===== src/rtl/regfile_wr_arbiter.sv =====
// regfile_wr_arbiter
//   Shares the single write port of a regfile_clr bank among NUM_REQ
//   requesters (round-robin, one write per cycle) and runs an init sweep
//   that writes INIT_VAL into every entry.
//
// Ports
//   clk, rst      clock, asynchronous active-high reset
//   req           per-requester write request, held until acked
//   req_addr      packed addresses, requester i at [i*ADDR_W +: ADDR_W]
//   req_data      packed data, requester i at [i*BITWIDTH +: BITWIDTH]
//   ack           one-cycle pulse per accepted request
//   wr_en         one-hot bank write enable
//   wr_data       shared bank write data (holds last value)
//   addr_err      pulse when an acked request addressed past the bank
//   init_req      start the init sweep (ignored while sweeping)
//   busy          high while sweeping
//   init_done     pulse in the cycle after the final sweep write
module regfile_wr_arbiter #(
    parameter int                  BITWIDTH    = 11,
    parameter int                  NUM_REQ     = 3,
    parameter int                  ADDR_W      = 6,
    parameter int                  NUM_ENTRIES = 40,
    parameter logic [BITWIDTH-1:0] INIT_VAL    = '0
) (
    input  logic                          clk,
    input  logic                          rst,
    input  logic [NUM_REQ-1:0]            req,
    input  logic [NUM_REQ*ADDR_W-1:0]     req_addr,
    input  logic [NUM_REQ*BITWIDTH-1:0]   req_data,
    output logic [NUM_REQ-1:0]            ack,
    output logic [NUM_ENTRIES-1:0]        wr_en,
    output logic [BITWIDTH-1:0]           wr_data,
    output logic                          addr_err,
    input  logic                          init_req,
    output logic                          busy,
    output logic                          init_done
);

    localparam int LW = (NUM_REQ > 1) ? $clog2(NUM_REQ) : 1;
    // cnt must also reach NUM_ENTRIES, which marks the init_done cycle
    localparam int CW = $clog2(NUM_ENTRIES + 1);
    localparam logic [NUM_ENTRIES-1:0] ENTRY_ONE = NUM_ENTRIES'(1);

    typedef enum logic {IDLE, INIT} state_t;

    state_t              state;
    logic [LW-1:0]       last;
    logic [CW-1:0]       cnt;

    logic [NUM_REQ-1:0]  elig;
    logic                gnt_vld;
    logic [LW-1:0]       gnt_idx;
    logic [ADDR_W-1:0]   gnt_addr;
    logic [BITWIDTH-1:0] gnt_data;

    // The registered ack masks a requester that is still dropping req.
    assign elig = req & ~ack;

    // Round-robin search: offsets are scanned from farthest to nearest so the
    // nearest eligible requester after 'last' overwrites the others.
    always_comb begin
        gnt_vld  = 1'b0;
        gnt_idx  = '0;
        gnt_addr = '0;
        gnt_data = '0;
        for (int k = NUM_REQ; k >= 1; k--) begin
            for (int i = 0; i < NUM_REQ; i++) begin
                if (elig[i] && (i == (int'(last) + k) % NUM_REQ)) begin
                    gnt_vld  = 1'b1;
                    gnt_idx  = LW'(i);
                    gnt_addr = req_addr[i*ADDR_W +: ADDR_W];
                    gnt_data = req_data[i*BITWIDTH +: BITWIDTH];
                end
            end
        end
    end

    always_ff @(posedge clk or posedge rst) begin
        if (rst) begin
            state     <= IDLE;
            last      <= LW'(NUM_REQ - 1);
            cnt       <= '0;
            ack       <= '0;
            wr_en     <= '0;
            wr_data   <= '0;
            addr_err  <= 1'b0;
            busy      <= 1'b0;
            init_done <= 1'b0;
        end else begin
            ack       <= '0;
            wr_en     <= '0;
            addr_err  <= 1'b0;
            init_done <= 1'b0;
            case (state)
                IDLE: begin
                    if (init_req) begin
                        // Entry 0 is written in the very first busy cycle.
                        state   <= INIT;
                        busy    <= 1'b1;
                        wr_en   <= ENTRY_ONE;
                        wr_data <= INIT_VAL;
                        cnt     <= CW'(1);
                    end else if (gnt_vld) begin
                        ack[gnt_idx] <= 1'b1;
                        wr_data      <= gnt_data;
                        last         <= gnt_idx;
                        if (int'(gnt_addr) < NUM_ENTRIES)
                            wr_en <= ENTRY_ONE << gnt_addr;
                        else
                            addr_err <= 1'b1;
                    end
                end
                INIT: begin
                    if (cnt == CW'(NUM_ENTRIES)) begin
                        state     <= IDLE;
                        busy      <= 1'b0;
                        init_done <= 1'b1;
                        cnt       <= '0;
                    end else begin
                        wr_en   <= ENTRY_ONE << cnt;
                        wr_data <= INIT_VAL;
                        cnt     <= cnt + CW'(1);
                    end
                end
                default: state <= IDLE;
            endcase
        end
    end

endmodule


===== config.mk =====
export PLATFORM = sky130hd
export DESIGN_NAME = regfile_wr_arbiter
export DESIGN_NICKNAME = d
export VERILOG_FILES = /design/src/rtl/regfile_wr_arbiter.sv
export SDC_FILE = /design/constraint.sdc
export NUM_CORES = 1
export LEC_CHECK = 0
export ABC_AREA = 1
export BUFFER_PORTS_ARGS = -buffer_cell sky130_fd_sc_hd__buf_2
export CAP_MARGIN = 20
export CORE_ASPECT_RATIO = 0.6
export CORE_MARGIN = 2
export CORE_UTILIZATION = 53
export CTS_CLUSTER_SIZE = 16
export DETAILED_ROUTE_END_ITERATION = 10
export PLACE_DENSITY = 0.81
export SYNTH_ARGS = -nofsm -noshare
export SYNTH_HDL_FRONTEND = slang
export SYNTH_SLANG_ARGS = --single-unit
export TNS_END_PERCENT = 10

===== constraint.sdc =====
create_clock -name clk -period 3.4 [get_ports clk]
set_input_delay 1.02 -clock clk [delete_from_list [all_inputs] [get_ports clk]]
set_output_delay 1.02 -clock clk [all_outputs]
set_load 0.01 [all_outputs]

After elaboration in Yosys (flattened, before gate mapping). Index checks and enable logic that the tools add are counted.

Bits in registers: 66.

Add/sub/neg operators: 4. Divide/modulo/power cells: 3. $lt $le $gt $ge: 3. Equality and inequality tests: 11. Shifts and indexed selects: 2. Mux-type cells: 64. Bitwise operators: 4. Reduce and logical (&&, ||, !) cells: 16.

Operators by type and width (number): 40-bit 2-to-1 mux (4); 11-bit 2-to-1 mux (12); 2-bit by 32-bit equality test with 1-bit output, first input constant (3); 3-bit by 32-bit equality test with 1-bit output, first input constant (3); 32-bit zero test (3); 32-bit by 3-bit remainder unit with 32-bit output, second input constant (3); 40-bit one-hot mux with 2 select lines (1); 1-bit by 6-bit left shift with 40-bit output, first input constant (2); 6-bit 2-to-1 mux (11); 11-bit one-hot mux with 2 select lines (1); 1-bit 2-to-1 mux (21); 2-bit 2-to-1 mux (7); 6-bit one-hot mux with 2 select lines (1); 1-bit logical AND (10); 3-bit 2-to-1 mux (3); 2-bit by 2-bit adder with 3-bit output, second input constant (2); 6-bit by 1-bit adder with 6-bit output, second input constant (1); 6-bit equality test, second input constant (1); 6-bit < comparator, second input constant (1); 2-bit inequality test, second input constant (2); 1-bit one-hot mux with 2 select lines (2); 2-bit AND reduction (2); 2-bit by 1-bit adder with 3-bit output, second input constant (1); 3-bit bitwise AND (1); 8 further kinds (9).

Logic depth before layout (Yosys ltp). Gate-level depths: netlist of the first run.

Word-level depth: 19. Gate-level depth with buffers: 17. Mapped depth without buffers: 17.

Worst setup path after synthesis of the first run. Ideal clock, no wire load.

Path kind: input-to-reg. From: input req[1]. To: register wr_en[36]. Library setup time: 0.077 ns. Data arrival time: 2.261 ns. Required time: 3.323 ns. Setup slack: 1.063 ns. Stages on the path: 11. Buffers on the path: 2. Cells stage by stage: nand3_2 clkbuf_1 nand3_1 nand4_1 nand2_1 nand3_1 o21ai_1 buf_2 nor2_2 nand3_1 o21ai_1.

Longest elaborated chain between the ends: 15.

Ends and longest elaborated chain: start: declaration (RTL line 27) `input logic [NUM_REQ-1:0] req,`; 3-bit bitwise AND (*) (RTL line 57) `assign elig = req & ~ack;`; 1-bit logical AND (RTL line 68) `if (elig[i] && (i == (int'(last) + k) % NUM_REQ)) begin`; 6-bit 2-to-1 mux (8 in a row) (RTL line 68); 6-bit < comparator / 1-bit by 6-bit left shift with 40-bit output (equally long branches) (RTL line 107, 108); 40-bit 2-to-1 mux (RTL line 107) `if (int'(gnt_addr) < NUM_ENTRIES)`; 40-bit 2-to-1 mux (*) (RTL line 103) `end else if (gnt_vld) begin`; 40-bit 2-to-1 mux (*) (RTL line 96) `if (init_req) begin`; 40-bit one-hot mux with 2 select lines (*) (RTL line 94) `case (state)`; end signal: assignment (RTL line 108) `wr_en <= ENTRY_ONE << gnt_addr;`; end signal: assignment (RTL line 120) `wr_en <= ENTRY_ONE << cnt;`; end: declaration (RTL line 31) `output logic [NUM_ENTRIES-1:0] wr_en,`.

Mark *: on every way between the ends. The rest lies on a longest branch, timed or not. A chain may end at the register's enable or synchronous reset.

Worst setup path after layout of the first run.
From: register last[1]. To: register wr_en[31].

Longest elaborated chain between the ends: 18.

Ends and longest elaborated chain: start: declaration (RTL line 47) `logic [LW-1:0] last;`; start signal: assignment (RTL line 81) `last <= LW'(NUM_REQ - 1);`; start signal: assignment (RTL line 106) `last <= gnt_idx;`; 2-bit by 2-bit adder with 3-bit output (RTL line 68); 32-bit by 3-bit remainder unit with 32-bit output (RTL line 68); 32-bit zero test (RTL line 68); 1-bit logical AND (RTL line 68); 6-bit 2-to-1 mux (9 in a row) (RTL line 68); 6-bit < comparator / 1-bit by 6-bit left shift with 40-bit output (equally long branches) (RTL line 107, 108); 40-bit 2-to-1 mux (RTL line 107); 40-bit 2-to-1 mux (*) (RTL line 103); 40-bit 2-to-1 mux (*) (RTL line 96); 40-bit one-hot mux with 2 select lines (*) (RTL line 94).

Marked as above.

==> results.rst, run 1 <==
.. list-table::
   :header-rows: 1

   * - Metric
     - Value
   * - Outcome
     - finished clean
   * - Average wire length per cell after detail routing
     - 16.5 µm
   * - Maximum number of pins on one net before global-route repair
     - 30
   * - Detailed-route via count
     - 4621
   * - Hold depth
     - 2
   * - Layout net count
     - 752
   * - Leakage Power
     - 2.83 nW
   * - Distinct cell type count after synthesis
     - 35
   * - Core Rows
     - 24
   * - Area share of the largest cell type after synthesis
     - 39.9%
   * - Die Width
     - 117 µm
   * - Startpoint of the worst-slack reg-to-reg timing path
     - last[1]
   * - Number of DRC violations after detailed-routing iteration 0
     - 553
   * - Arrival time at the worst endpoint
     - 3230 ps
   * - Clock tree skew after final layout
     - 6.97 ps
   * - Maximum ir drop on the vdd rail
     - 0.390 mV
   * - Worst-case reg-to-reg path depth
     - 13
   * - Worst endpoint required time
     - 3670 ps
   * - Start point of the critical path
     - last[1]
   * - Post-synthesis instance area
     - 4070 µm²
   * - R2r endpoint
     - wr_en[31]
   * - Source of the worst hold timing path
     - wr_data[0]
   * - Clock-pin slew on the worst setup and hold paths
     - 60 ps
   * - Vias per cell
     - 5.81
   * - Total of warnings raised by yosys
     - 0
   * - Max-slew violation count
     - 0
   * - Multi-input combinational cell area
     - 2070 µm²
   * - Clock Sinks
     - 66
   * - Part of the cycle the worst path needs
     - 87.0%
   * - FILL cells
     - 640
   * - Minimum period implied by the final worst setup slack
     - 2960 ps
   * - DP Cell Count
     - 780
   * - Reg2Reg Setup Slack
     - 440 ps
   * - Max Cap Viol
     - 0
   * - Net count of the mapped netlist
     - 637
   * - First-pass GRT wire length
     - 20800 µm
   * - Routed Antenna Nets
     - 0
   * - Area of the core
     - 7360 µm²
   * - Remaining Overflow, GRT
     - 0
   * - Final estimated routing congestion in global placement
     - 0.993
   * - Number of synthesized register bits
     - 66
   * - Nature of the critical path endpoint
     - flop
   * - Antenna diode instance count
     - 0
   * - Number of CTS-inserted buffers
     - 9
   * - Number of standard cells after synthesis
     - 572
   * - Final WL
     - 13100 µm
   * - Total die area
     - 8430 µm²
   * - Largest area contributor in the netlist
     - sky130_fd_sc_hd__dfrtp_1
   * - Pre-Repair DR Iteration Count
     - 5
   * - Final Hold Fails
     - 0
   * - Initial antenna violation count
     - 0
   * - Number of gates resized after CTS
     - 0
   * - CTS Root Buffer Type
     - sky130_fd_sc_hd__clkbuf_16
   * - Area of all sequential standard cells
     - 1650 µm²
   * - Area added between synthesis and finish
     - 24.6%
   * - Pwr/cell area
     - 789 nW/µm²
   * - IO Count
     - 114
   * - GRT Resource Usage Total
     - 32.3%
   * - Clock tree from TritonCTS
     - built
   * - Proportion of layout cells with a drive suffix above 1
     - 25.6%
   * - Tightest slew margin relative to the limit
     - 32.8%
   * - Crit Path Class
     - flop to flop
   * - Final hold slack
     - 474 ps
   * - H-tree depth
     - 3
   * - Fmax
     - 338 MHz
   * - Post-CTS repair timing setup buffer count
     - 0
   * - Starting Density
     - 55.4%
   * - Largest cells by area after synthesis
     - sky130_fd_sc_hd__dfrtp_1, sky130_fd_sc_hd__nand2_1, sky130_fd_sc_hd__inv_1
   * - Sequential fraction of the synthesis area
     - 40.6%
   * - Aggregate negative setup slack
     - 0 ps
   * - Max Buffers Root-to-Sink
     - 2
   * - Hold Crit Class
     - flop to flop
   * - Kind of start point of the critical path
     - flop
   * - Max FO, Critical Path
     - 18
   * - Non-filler instance count after layout
     - 796
   * - Unrepaired setup endpoints after global routing
     - no
   * - DRC violation count after routing
     - 0
   * - Number of input and output port buffers inserted
     - 113
   * - Hpwl dp
     - 9880 µm
   * - Worst-skew pair later-pin latency
     - 330 ps
   * - Worst min-delay path endpoint
     - wr_data[0]
   * - Vert. Die Dim
     - 71.9 µm
   * - Hold-fix buffer count after cts
     - 0
   * - Number of global-route vias before repair
     - 4355
   * - Number of endpoints failing setup at the final stage
     - 0
   * - Synth Area per Inst
     - 7.12 µm²
   * - Actual transition at the worst max-transition pin
     - 1000 ps
==> synthesized netlist by cell type (all sizes together) <==
cell type / n
or2: 1
a21oi: 40
clkbuf: 14
o21ai: 47
a31oi: 7
xor2: 3
o22ai: 19
buf: 8
dfstp: 1
nand3b: 1
o21bai: 1
o21a: 1
clkinv: 2
nand4: 4
nor2: 45
nand2: 177
o211ai: 12
o221ai: 5
a221oi: 1
dfrtp: 65
nand3: 31
nor3: 12
inv: 67
ha: 8
==> how the worst max path moves through the flow <==
stage	endpoint	slack (ps)
2_1_floorplan	ack[0]	730
3_3_place_gp	wr_en[31]	440
3_5_place_dp	wr_en[31]	240
4_1_cts	wr_en[31]	530
5_1_grt	wr_en[31]	280
6_report	wr_en[31]	440
==> layout make-up <==
type	count	area share [%]
flip-flops and latches	66	32.6
clock buffers	10	4.71
well taps	104	2.56
multi-input cells	415	40.7
inverters	69	5.10
clock inverters	6	1.28
repair buffers	126	13.1
==> registers in the layout (all words and copies together) (netlist names) <==
register,flops
wr_en,40
wr_data,11
cnt,6
ack,3
last,2
addr_err,1
busy,1
init_done,1
state,1
==> cells in the final DEF (no fill, tap or decap), types with 12 or more instances in the layout <==
master                     instances
sky130_fd_sc_hd__nor2_1           36
sky130_fd_sc_hd__o21ai_1          18
sky130_fd_sc_hd__nand3_1          25
sky130_fd_sc_hd__o21ai_0          29
sky130_fd_sc_hd__nand2_1         171
sky130_fd_sc_hd__dfrtp_1          65
sky130_fd_sc_hd__inv_1            56
sky130_fd_sc_hd__a21oi_1          39
sky130_fd_sc_hd__buf_4            13
sky130_fd_sc_hd__buf_2           113
sky130_fd_sc_hd__o211ai_1         12
sky130_fd_sc_hd__o22ai_1          19
==> critical path, stage by stage, from the launching register on <==
cell and delay, ps:
sky130_fd_sc_hd__dfstp_2 540, sky130_fd_sc_hd__ha_1 280, sky130_fd_sc_hd__nand3_4 240, sky130_fd_sc_hd__nand3_1 150
sky130_fd_sc_hd__nand2_1 130, sky130_fd_sc_hd__nand2_1 120, sky130_fd_sc_hd__nand2_1 120, sky130_fd_sc_hd__nand2_1 100
sky130_fd_sc_hd__nand3_1 90, sky130_fd_sc_hd__o21ai_1 500, sky130_fd_sc_hd__inv_2 240, sky130_fd_sc_hd__nor2_1 220
sky130_fd_sc_hd__nand2_1 90, sky130_fd_sc_hd__nand2_1 70
==> per-stage QoR <==
stage          power [mW]  instance area [µm²]  setup WS (ps)  utilization (%)
4_1_cts              3.94                 5070            529             69.0
3_3_place_gp         2.93                 4770            444             64.8
3_5_place_dp         2.99                 4770            243             64.8
2_1_floorplan        2.45                 4070            727                -
6_report             4.00                 5070            441             69.0
5_1_grt              4.28                 5070            279             69.0
==> report_power, final <==
group | internal [mW] | leakage, nW | switching, mW
clock | 0.588 | 0.149 | 0.346
combinational | 0.667 | 1.78 | 1.45
sequential | 0.871 | 0.896 | 0.0745
==> kinds of logic after synthesis <==
group	count (synthesis)	synth area share, %
fa+ha+maj	8	2.46
xor+xnor	3	0.645
simple gates	271	28.8
buf+inv	91	8.72
flops	66	40.6
compound gates	133	18.8
==> metal layers <==
layer,track usage [%],vias up,share of wire [%]
met4,9.93,0,1.7
li1,-,2114,-
met5,0,-,0
met3,8.52,33,13
met2,47.8,353,42
met1,46.6,2121,44
(Power assumes the default switching activity.)
==> run 2, diff against run 1 <==
RECOVER_POWER = 100   (was unset)
==> results.rst, run 2 (synthesized netlist as in run 1, its figures left out) <==
.. list-table::
   :header-rows: 1

   * - Metric
     - Value
   * - Outcome
     - finished clean
   * - Clock Sinks
     - 66
   * - Clock tree from TritonCTS
     - built
   * - Kind of start point of the critical path
     - flop
   * - Vert. Die Dim
     - 71.9 µm
   * - Maximum number of pins on one net before global-route repair
     - 30
   * - Antenna diode instance count
     - 0
   * - Start point of the critical path
     - last[1]
   * - Actual transition at the worst max-transition pin
     - 1090 ps
   * - Hold-fix buffer count after cts
     - 0
   * - Minimum period implied by the final worst setup slack
     - 3020 ps
   * - Total die area
     - 8430 µm²
   * - Worst endpoint required time
     - 3670 ps
   * - H-tree depth
     - 3
   * - Post-CTS repair timing setup buffer count
     - 0
   * - Aggregate negative setup slack
     - 0 ps
   * - Layout net count
     - 752
   * - DP Cell Count
     - 780
   * - Initial antenna violation count
     - 0
   * - Maximum ir drop on the vdd rail
     - 0.379 mV
   * - Final worst slack
     - 378 ps
   * - Hold Crit Class
     - flop to flop
   * - Core Rows
     - 24
   * - Placed instance area
     - 4770 µm²
   * - Leakage Power
     - 2.58 nW
   * - GRT Resource Usage Total
     - 32.3%
   * - Routed Antenna Nets
     - 0
   * - Average wire length per cell after detail routing
     - 16.6 µm
   * - Non-filler instance count after layout
     - 796
   * - Remaining Overflow, GRT
     - 0
   * - Number of input and output port buffers inserted
     - 113
   * - Final Hold Fails
     - 0
   * - Detailed-route via count
     - 4586
   * - Most used cells in the layout excluding fill and tap cells
     - sky130_fd_sc_hd__nand2_1, sky130_fd_sc_hd__dfrtp_1, sky130_fd_sc_hd__clkbuf_1
   * - DRC violation count after routing
     - 0
   * - Worst-case reg-to-reg path depth
     - 12
   * - Number of flip-flops under the largest register name
     - 40
   * - Worst-skew pair later-pin latency
     - 330 ps
   * - Number of endpoints failing setup at the final stage
     - 0
   * - IO Count
     - 114
   * - Arrival time at the worst endpoint
     - 3300 ps
   * - Clock tree skew after final layout
     - 6.77 ps
   * - Fmax
     - 331 MHz
   * - Nature of the critical path endpoint
     - flop
   * - Final estimated routing congestion in global placement
     - 0.993
   * - Pwr/cell area
     - 797 nW/µm²
   * - Max Cap Viol
     - 0
   * - CTS Root Buffer Type
     - sky130_fd_sc_hd__clkbuf_16
   * - Max FO, Critical Path
     - 18
   * - Source of the worst hold timing path
     - wr_data[0]
   * - Number of CTS-inserted buffers
     - 9
   * - Most flop-heavy register
     - wr_en
   * - Max Buffers Root-to-Sink
     - 2
   * - Crit Path Class
     - flop to flop
   * - Number of gates resized after CTS
     - 0
   * - Pre-Repair DR Iteration Count
     - 5
   * - Die Width
     - 117 µm
   * - First-pass GRT wire length
     - 20800 µm
   * - Clock-pin slew on the worst setup and hold paths
     - 60 ps
   * - Number of global-route vias before repair
     - 4355
   * - Number of DRC violations after detailed-routing iteration 0
     - 499
   * - Unrepaired setup endpoints after global routing
     - no
   * - Max-slew violation count
     - 0
   * - Vias per cell
     - 5.76
   * - Tightest slew margin relative to the limit
     - 27.5%
   * - Area added between synthesis and finish
     - 22.3%
   * - Final Cell Area
     - 4980 µm²
   * - Area of the core
     - 7360 µm²
   * - Top flop regs
     - wr_en x40, wr_data x11, cnt x6
   * - Hpwl dp
     - 9880 µm
   * - Setup Slack @ Placement
     - 243 ps
   * - Proportion of layout cells with a drive suffix above 1
     - 16.2%
   * - Most common library cell in the layout ignoring fill and taps
     - sky130_fd_sc_hd__nand2_1
   * - Final WL
     - 13200 µm
   * - Util after Layout
     - 67.7%
   * - Startpoint of the worst-slack reg-to-reg timing path
     - last[1]
   * - Part of the cycle the worst path needs
     - 88.9%
   * - Starting Density
     - 55.4%
   * - Hold depth
     - 2
-- run 2: cell types whose count changed in the layout (fill, tap and decap cells not counted), sizes merged --
cell / previous run / this run
clkbuf: 10 / 69
buf: 126 / 67
-- run 2: worst paths after layout --
| kind | end | slack, ps |
|---|---|---|
| max | wr_en[31] | 380 |
| min | wr_data[0] | 480 |
| max reg2reg | wr_en[31] | 380 |
| min reg2reg | wr_data[0] | 480 |
| max in group asynchronous | cnt[2] | 930 |
| min in group asynchronous | wr_en[31] | 960 |
-- run 2: stage by stage --
step / hold WS, ps / power [mW]
3_3_place_gp: 459 / 2.93
5_1_grt: 502 / 4.24
4_1_cts: 478 / 3.94
3_5_place_dp: 460 / 2.99
2_1_floorplan: 505 / 2.45
6_report: 479 / 3.97
-- run 2: report_power, final --
group	internal, mW	switching (mW)
sequential	0.870	0.0762
clock	0.588	0.348
combinational	0.645	1.44
-- run 2: cell type report --
cell class,instances,area [µm²]
clock inverters,6,65.1
fillers,683,2370
inverters,69,259
clock buffers,10,239
well taps,104,130
repair buffers,126,584
multi-input cells,415,2050
flip-flops and latches,66,1650
-- run 2: worst max-delay path: stages, from the launching register on --
cell	delay, ps
sky130_fd_sc_hd__dfstp_1	540
sky130_fd_sc_hd__ha_1	290
sky130_fd_sc_hd__nand3_4	240
sky130_fd_sc_hd__nand3_1	180
sky130_fd_sc_hd__or2_0	300
sky130_fd_sc_hd__nand4_1	130
sky130_fd_sc_hd__nand2_1	90
sky130_fd_sc_hd__nand3_1	80
sky130_fd_sc_hd__o21ai_1	480
sky130_fd_sc_hd__inv_2	240
sky130_fd_sc_hd__nor2_1	230
sky130_fd_sc_hd__nand2_1	90
sky130_fd_sc_hd__nand2_1	70
-- run 2: layer usage --
| metal | up-vias | track usage, % | wire, µm |
|---|---|---|---|
| met5 | - | 0 | 0 |
| met4 | 0 | 9.93 | 244 |
| met3 | 32 | 8.52 | 1620 |
| met2 | 339 | 47.8 | 5500 |
| met1 | 2100 | 46.6 | 5820 |
| li1 | 2115 | - | - |
==> run 3, diff against run 2 <==
REMOVE_ABC_BUFFERS = 1   (was unset)
==> results.rst, run 3 (synthesized netlist as in run 1, its figures left out) <==
.. list-table::
   :header-rows: 1

   * - Metric
     - Value
   * - Outcome
     - finished clean
   * - Met3 wire length
     - 1570 µm
   * - Clock Sinks
     - 66
   * - Total met2 wirelength after detailed routing
     - 5550 µm
   * - CTS Root Buffer Type
     - sky130_fd_sc_hd__clkbuf_16
   * - Total die area
     - 8430 µm²
   * - Hold Crit Class
     - flop to flop
   * - Initial antenna violation count
     - 0
   * - Part of the cycle the worst path needs
     - 90.7%
   * - Proportion of layout cells with a drive suffix above 1
     - 15.7%
   * - Max Cap Viol
     - 0
   * - Die Width
     - 117 µm
   * - Non-filler instance count after layout
     - 792
   * - Area added between synthesis and finish
     - 22.0%
   * - Layout net count
     - 748
   * - Antenna diode instance count
     - 0
   * - Most used cells in the layout excluding fill and tap cells
     - sky130_fd_sc_hd__nand2_1, sky130_fd_sc_hd__dfrtp_1, sky130_fd_sc_hd__clkbuf_1
   * - Pre-Repair DR Iteration Count
     - 5
   * - Util after Layout
     - 67.6%
   * - Arrival time at the worst endpoint
     - 3350 ps
   * - Reg2Reg Setup Slack
     - 350 ps
   * - Unrepaired setup endpoints after global routing
     - no
   * - Actual transition at the worst max-transition pin
     - 1050 ps
   * - Max FO, Critical Path
     - 18
   * - Pwr/cell area
     - 807 nW/µm²
   * - Worst min-delay path endpoint
     - wr_data[1]
   * - Detailed-route via count
     - 4567
   * - H-tree depth
     - 3
   * - Average wire length per cell after detail routing
     - 17.1 µm
   * - Vias per cell
     - 5.77
   * - Routed Antenna Nets
     - 0
   * - Final WL
     - 13500 µm
   * - Top flop regs
     - wr_en x40, wr_data x11, cnt x6
   * - Number of global-route vias before repair
     - 4160
   * - Final Cell Area
     - 4970 µm²
   * - Tightest slew margin relative to the limit
     - 29.9%
   * - Clock-pin slew on the worst setup and hold paths
     - 60 ps
   * - Hold-fix buffer count after cts
     - 0
   * - Top layer used by detailed routing
     - met4
   * - Final Hold Fails
     - 0
   * - Number of input and output port buffers inserted
     - 113
   * - First-pass GRT wire length
     - 21400 µm
   * - Max-slew violation count
     - 0
   * - Number of flip-flops under the largest register name
     - 40
   * - Aggregate negative setup slack
     - 0 ps
   * - Max Buffers Root-to-Sink
     - 2
   * - Nature of the critical path endpoint
     - flop
   * - DRC violation count after routing
     - 0
   * - Placed instance area
     - 4750 µm²
   * - Remaining Overflow, GRT
     - 0
   * - Number of DRC violations after detailed-routing iteration 0
     - 649
   * - Clock tree skew after final layout
     - 10.3 ps
   * - Final estimated routing congestion in global placement
     - 1.06
   * - Final worst slack
     - 317 ps
   * - IO Count
     - 114
   * - Wire length on met1
     - 6300 µm
   * - Vert. Die Dim
     - 71.9 µm
   * - Most flop-heavy register
     - wr_en
   * - Kind of start point of the critical path
     - primary input
   * - Most common library cell in the layout ignoring fill and taps
     - sky130_fd_sc_hd__nand2_1
   * - Number of gates resized after CTS
     - 0
   * - Number of endpoints failing setup at the final stage
     - 0
   * - Core Rows
     - 24
   * - Worst endpoint required time
     - 3670 ps
   * - Starting Density
     - 55.4%
   * - Post-CTS repair timing setup buffer count
     - 0
   * - Hold depth
     - 2
   * - Hpwl dp
     - 10200 µm
   * - Final hold slack
     - 478 ps
   * - R2r endpoint
     - wr_en[31]
   * - Setup Slack @ Placement
     - 197 ps
   * - Design Power
     - 4.01 mW
   * - Startpoint of the worst-slack reg-to-reg timing path
     - last[1]
   * - Crit Path Class
     - primary input to flop
   * - Fmax
     - 324 MHz
   * - Clock tree from TritonCTS
     - built
   * - GRT Resource Usage Total
     - 33.7%
   * - Leakage Power
     - 2.57 nW
   * - Maximum number of pins on one net before global-route repair
     - 43
   * - Worst-skew pair later-pin latency
     - 340 ps
   * - Number of CTS-inserted buffers
     - 9
   * - Worst-case reg-to-reg path depth
     - 11
   * - DP Cell Count
     - 776
   * - Maximum ir drop on the vdd rail
     - 0.567 mV
   * - Source of the worst hold timing path
     - wr_data[1]
   * - Minimum period implied by the final worst setup slack
     - 3080 ps
   * - Area of the core
     - 7360 µm²
run 3: metal layers:
metal	GRT usage, %	vias to the layer above
li1	-	2106
met1	51.4	2135
met2	46.5	309
met3	10.9	17
met4	7.71	0
met5	0	-
run 3: power by group:
| part | switching, mW | internal (mW) |
|---|---|---|
| combinational | 1.43 | 0.614 |
| sequential | 0.0759 | 0.870 |
| clock | 0.373 | 0.648 |
run 3: layout make-up:
type	count	area [µm²]
Sequential cell	66	1650
Timing Repair Buffer	122	547
Fill cell	655	2390
Multi-Input combinational cell	415	2060
Inverter	69	259
Clock buffer	9	225
Tap cell	104	130
Clock inverter	7	100
run 3: worst max-delay path by stage:
| stage | from | endpoint | slack (ps) |
|---|---|---|---|
| 4_1_cts | last[1] | wr_en[27] | 460 |
| 2_1_floorplan | req[2] | wr_en[12] | 670 |
| 6_report | req[2] | wr_en[31] | 320 |
| 5_1_grt | last[1] | wr_en[33] | 140 |
| 3_5_place_dp | req[2] | wr_en[27] | 200 |
| 3_3_place_gp | req[2] | wr_en[27] | 210 |
run 3: worst max-delay path, stage by stage:
cell                       delay, ps
sky130_fd_sc_hd__clkbuf_1        180
sky130_fd_sc_hd__nand3_4         210
sky130_fd_sc_hd__nand3_2         280
sky130_fd_sc_hd__or2_1           250
sky130_fd_sc_hd__nand3b_1        240
sky130_fd_sc_hd__nand2_1         120
sky130_fd_sc_hd__inv_2           300
sky130_fd_sc_hd__nand2_1         120
sky130_fd_sc_hd__nor2_2          400
sky130_fd_sc_hd__nand2_1         140
sky130_fd_sc_hd__nand2_1          90
